[src/rtl/receptor_uart_muestras.sv]
// 8N1 UART receiver, 16x oversampled, that pairs consecutive bytes (low first)
// into one ANCHO-bit sample with a single-cycle rx_done_tick.
module receptor_uart_muestras #(
  parameter int CLK_DIV       = 326,
  parameter int ANCHO         = 16,
  parameter int TIMEOUT_TICKS = 320
) (
  input  logic             clk,
  input  logic             reset,
  input  logic             rx,
  output logic [ANCHO-1:0] Uk,
  output logic             rx_done_tick,
  output logic             error_trama
);

  localparam int CW = $clog2(CLK_DIV);
  localparam int TW = $clog2(TIMEOUT_TICKS + 1);

  localparam logic [1:0] IDLE  = 2'd0;
  localparam logic [1:0] START = 2'd1;
  localparam logic [1:0] DATA  = 2'd2;
  localparam logic [1:0] STOP  = 2'd3;

  logic             rx_meta_q, rx_s_q;
  logic [CW-1:0]    cnt_q, cnt_d;
  logic             s_tick;
  logic [1:0]       state_q, state_d;
  logic [3:0]       s_q, s_d;
  logic [2:0]       n_q, n_d;
  logic [7:0]       b_q, b_d;
  logic [7:0]       low_q, low_d;
  logic             sel_q, sel_d;
  logic [TW-1:0]    to_q, to_d;
  logic [ANCHO-1:0] uk_q, uk_d;
  logic             done_q, done_d;
  logic             err_q, err_d;

  // Free-running oversample tick; independent of line activity.
  assign s_tick = (cnt_q == CW'(CLK_DIV - 1));
  assign cnt_d  = s_tick ? '0 : cnt_q + 1'b1;

  always_comb begin
    state_d = state_q;
    s_d     = s_q;
    n_d     = n_q;
    b_d     = b_q;
    low_d   = low_q;
    sel_d   = sel_q;
    to_d    = to_q;
    uk_d    = uk_q;
    done_d  = 1'b0;
    err_d   = 1'b0;
    case (state_q)
      IDLE: begin
        if (!rx_s_q) begin
          state_d = START;
          s_d     = '0;
        end
      end
      START: begin
        if (s_tick) begin
          if (s_q == 4'd7) begin
            s_d = '0;
            n_d = '0;
            state_d = rx_s_q ? IDLE : DATA;
          end else begin
            s_d = s_q + 4'd1;
          end
        end
      end
      DATA: begin
        if (s_tick) begin
          if (s_q == 4'd15) begin
            s_d = '0;
            b_d = {rx_s_q, b_q[7:1]};
            if (n_q == 3'd7) state_d = STOP;
            else             n_d = n_q + 3'd1;
          end else begin
            s_d = s_q + 4'd1;
          end
        end
      end
      default: begin
        if (s_tick) begin
          if (s_q == 4'd15) begin
            state_d = IDLE;
            s_d     = '0;
            if (!rx_s_q) begin
              err_d = 1'b1;
              sel_d = 1'b0;
            end else if (!sel_q) begin
              low_d = b_q;
              sel_d = 1'b1;
            end else begin
              uk_d   = {b_q[ANCHO-9:0], low_q};
              done_d = 1'b1;
              sel_d  = 1'b0;
            end
          end else begin
            s_d = s_q + 4'd1;
          end
        end
      end
    endcase

    // A start edge seen in IDLE beats a simultaneous expiry: the low byte survives.
    if (state_q != IDLE || !sel_q || !rx_s_q) begin
      to_d = '0;
    end else if (s_tick) begin
      if (to_q == TW'(TIMEOUT_TICKS - 1)) begin
        to_d  = '0;
        sel_d = 1'b0;
      end else begin
        to_d = to_q + 1'b1;
      end
    end
  end

  always_ff @(posedge clk or posedge reset) begin
    if (reset) begin
      rx_meta_q <= 1'b1;
      rx_s_q    <= 1'b1;
      cnt_q     <= '0;
      state_q   <= IDLE;
      s_q       <= '0;
      n_q       <= '0;
      b_q       <= '0;
      low_q     <= '0;
      sel_q     <= 1'b0;
      to_q      <= '0;
      uk_q      <= '0;
      done_q    <= 1'b0;
      err_q     <= 1'b0;
    end else begin
      rx_meta_q <= rx;
      rx_s_q    <= rx_meta_q;
      cnt_q     <= cnt_d;
      state_q   <= state_d;
      s_q       <= s_d;
      n_q       <= n_d;
      b_q       <= b_d;
      low_q     <= low_d;
      sel_q     <= sel_d;
      to_q      <= to_d;
      uk_q      <= uk_d;
      done_q    <= done_d;
      err_q     <= err_d;
    end
  end

  assign Uk           = uk_q;
  assign rx_done_tick = done_q;
  assign error_trama  = err_q;

endmodule

[config.mk]
export PLATFORM = sky130hd
export DESIGN_NAME = receptor_uart_muestras
export DESIGN_NICKNAME = d
export VERILOG_FILES = /design/src/rtl/receptor_uart_muestras.sv
export SDC_FILE = /design/constraint.sdc
export NUM_CORES = 1
export LEC_CHECK = 0
export CAP_MARGIN = 25
export CORE_MARGIN = 2
export CORE_UTILIZATION = 62
export CTS_BUF_LIST = sky130_fd_sc_hd__clkbuf_16
export CTS_CLUSTER_SIZE = 24
export DETAILED_ROUTE_END_ITERATION = 8
export PLACE_DENSITY_LB_ADDON = 0.15
export REMOVE_ABC_BUFFERS = 1
export SLEW_MARGIN = 30
export SYNTH_ARGS = -nofsm -noshare
export SYNTH_HDL_FRONTEND = slang
export SYNTH_SLANG_ARGS = --single-unit
export TNS_END_PERCENT = 1
[constraint.sdc]
create_clock -name clk -period 3.7 [get_ports clk]
set_clock_uncertainty 0.05 [all_clocks]
set_input_delay 0.74 -clock clk [delete_from_list [all_inputs] [get_ports clk]]
set_output_delay 0.74 -clock clk [all_outputs]
set_load 0.01 [all_outputs]
==> run summary <==
CP startpoint: cnt_q[5]
Post-synthesis sequential element count: 64
Setup fix buffers added after clock tree synthesis: 0
Fill cell count: 281
Main area contributors after synthesis: dfrtp_1 54%, mux2_2 13%, ha_1 2.6%
DIE WIDTH: 72.19 µm
Final instance area: 3437 µm²
Layout overhead on the synthesized area: 19.23%
Primary flip-flop cell chosen by synthesis mapping: dfrtp_1
Power per Cell Area: 459.4 nW/µm²
Outcome: complete, no violations
Worst setup EP type: flop
Height of the die: 72.19 µm
Final WS setup: 1066 ps
Launching point of the worst reg2reg path: cnt_q[5]
Highest fanout seen on the critical path: 14
TritonCTS Buffers: 9
Number of instances in the synthesized netlist: 232
Worst R2R Setup Slack: 1070 ps
Average vias per placed instance: 6.111
Pin slew with the least headroom to its limit: 808.7 ps
Total count of max-transition violations in the final report: 0
Standby leakage power: 1.618 nW
Port buffer count: 20
Net load switching power: 0.2943 mW
Hold Vio Cnt, Final: 0
Largest stage delay, worst path: 670 ps
Worst-case clock buffer depth: 2
Synth unique cells: 52
Post-layout minimum cycle time: 2634 ps
Post-detailed-route wirelength per cell: 17.36 µm
Post-Layout Cell Count: 315
Largest net degree at the start of global routing: 37
WL final: 5.467 mm
First-iteration detailed-routing DRC count: 143
Clock insertion delay at the later pin of the skew report: 320 ps
CTS hold repair buffers: 0
Library cell used as clock root buffer: clkbuf_16
Data arrival time of the worst path: 2790 ps
Leading cell type by number of instances after synthesis: dfrtp_1
Final estimated routing congestion in global placement: 0.8201
Initial antenna violation count: 0
Core region area: 4414 µm²
Tightest slew margin relative to the limit: 46.03%
Number of sinks handled by clock tree synthesis: 64
Worst-case setup slack after placement: 1137 ps
Number of H-tree branching levels: 3
Final HPWL DP: 3.476 mm
Worst reg2reg path depth: 4
Synth warn: 0
Peak VDD IR: 0.3884 mV
End of the worst register-to-register path: b_q[5]
Most frequent cells after synthesis: 62 x dfrtp_1, 33 x mux2_2, 14 x nor2_1
Post-placement cell area: 3132 µm²
Inserted Diodes: 0
Overall track demand over capacity in global routing: 23.51%
EDFF count, synth: 0
Yosys top cell by area: dfrtp_1
Synth Area per Inst: 12.43 µm²
Cells traversed along the worst timing path: nor4b_4, nand2_1, nor3_2, mux2_2
Number of global-route vias before repair: 1881
Share of the clock period used by the worst path after layout: 71.20%
Number of gates given a new drive strength after cts: 0
Comb pwr share: 1.1%
Design internal power: 1.285 mW
Setup Crit Path Kind: flop to flop
First-pass iteration count of the detailed router: 4
Last element of the critical path: b_q[5]
Sequential area share after synthesis: 55.64%
Portion of total power attributed to the clock network: 54.2%
Total number of vias: 1925
Critical path launch point type: flop
Async S/R FF share, synth: 100.0%
Die ar.: 5211 µm²
Cell area after technology mapping: 2883 µm²
CP max stage cell: nor3_2
Tot Pwr: 1.579 mW
Worst endpoint required time: 3850 ps
GRT Residual Overflow: 0
Min Hold Slack: 305.9 ps
Final core utilization: 77.86%
Clock tree from TritonCTS: yes
Fraction of final layout cells sized beyond drive strength 1: 21.67%
Power share of the sequential group: 44.6%
Wire length of the first global-routing pass: 9.211 mm
IO Count: 21
Setup TNS Final: 0 ps
Setup repair after global routing missed its margin: no
Share of total power consumed by net switching: 18.64%
Number of design rule violations left after detail routing: 0
Maximum frequency from static timing analysis: 0.3796 GHz
Number of nets in the final layout: 267
Clock input transition at the sequential cells of the worst setup and hold paths: 50 ps
Site row count: 24
Initial standard-cell utilization of the core: 65.31%
Path class of the lowest-slack min-delay path: flop to flop
Max-Cap Viols: 0
Area fraction of the dominant cell type after synthesis: 53.82%
Number of placed instances with taps included: 299
Endpoints failing setup: 0
Antenna violation net count after detailed routing: 0
[worst max-delay path, delay by kind of cell, from the launching register on]
| kind | cells | cell delay, ps |
|---|---|---|
| multiplexers | 1 | 420 |
| AND/OR/NAND/NOR | 3 | 1600 |
| flip-flops | 1 | 440 |
[sequential cells by signal (all words and copies together), names as in the netlist, 2 cells and up]
name     count
b_q          8
cnt_q        9
s_q          4
to_q         9
low_q        8
state_q      2
Uk          16
n_q          3
[worst min path at each step]
stage / start / to / slack [ps] / depth (start not counted)
2_1_floorplan: rx_meta_q / rx_s_q / 300 / 0
3_3_place_gp: rx_meta_q / rx_s_q / 300 / 0
3_5_place_dp: rx_meta_q / rx_s_q / 300 / 0
4_1_cts: rx_meta_q / rx_s_q / 310 / 0
5_1_grt: rx_meta_q / rx_s_q / 310 / 0
6_report: rx_meta_q / rx_s_q / 310 / 0
[cells by family (layout without fill, tap and decap cells)]
logic type / Yosys count / count (layout) / synth area share, %
AND/OR/NAND/NOR: 82 / 82 / 17.19
flip-flops: 64 / 64 / 55.64
multiplexers: 35 / 35 / 13.59
AO/OA/AOI/OAI: 24 / 24 / 6.381
buffers and inverters: 12 / 43 / 1.866
XOR/XNOR: 9 / 9 / 2.734
adder cells (fa/ha/maj): 6 / 6 / 2.604
[per-layer routing]
| metal | up-vias | GRT usage, % | wire, µm |
|---|---|---|---|
| li1 | 913 | - | - |
| met1 | 971 | 33.55 | 2588 |
| met2 | 32 | 34.45 | 2600 |
| met3 | 9 | 6.111 | 179 |
| met4 | 0 | 9.853 | 98 |
| met5 | - | 0 | 0 |
[cell usage in the layout (no fill, tap or decap), types with 4 or more instances in the layout]
| cell | netlist | final |
|---|---|---|
| clkbuf_16 | 0 | 9 |
| mux2_2 | 33 | 33 |
| and3_1 | 7 | 7 |
| a21oi_1 | 4 | 4 |
| nand4_1 | 5 | 5 |
| nor2_1 | 14 | 14 |
| xor2_1 | 5 | 5 |
| inv_1 | 4 | 5 |
| nand3_1 | 13 | 13 |
| nand2_1 | 12 | 12 |
| xnor2_1 | 4 | 4 |
| and4_1 | 4 | 4 |
| ha_1 | 6 | 6 |
| dfrtp_1 | 62 | 62 |
| clkdlybuf4s50_1 | 0 | 20 |
[cell type report]
class / count / area [µm²] / share of cell area [%]
clock inverters: 7 / 80.08 / 2.330
flip-flops and latches: 64 / 1604 / 46.67
multi-input cells: 156 / 1225 / 35.64
clock buffers: 9 / 225.2 / 6.553
inverters: 4 / 15.01 / 0.4368
repair buffers: 23 / 222.7 / 6.480
well taps: 52 / 65.06 / 1.893
[power by group through the flow]
stage / Clock [mW] / Sequential, mW / Combinational [mW]
2_1_floorplan: 0 / 0.716 / 0.0110
3_3_place_gp: 0 / 0.716 / 0.0185
3_5_place_dp: 0 / 0.716 / 0.0188
4_1_cts: 0.867 / 0.704 / 0.0191
5_1_grt: 0.895 / 0.704 / 0.0212
6_report: 0.857 / 0.705 / 0.0177
Power figures use the tool's default switching activity.
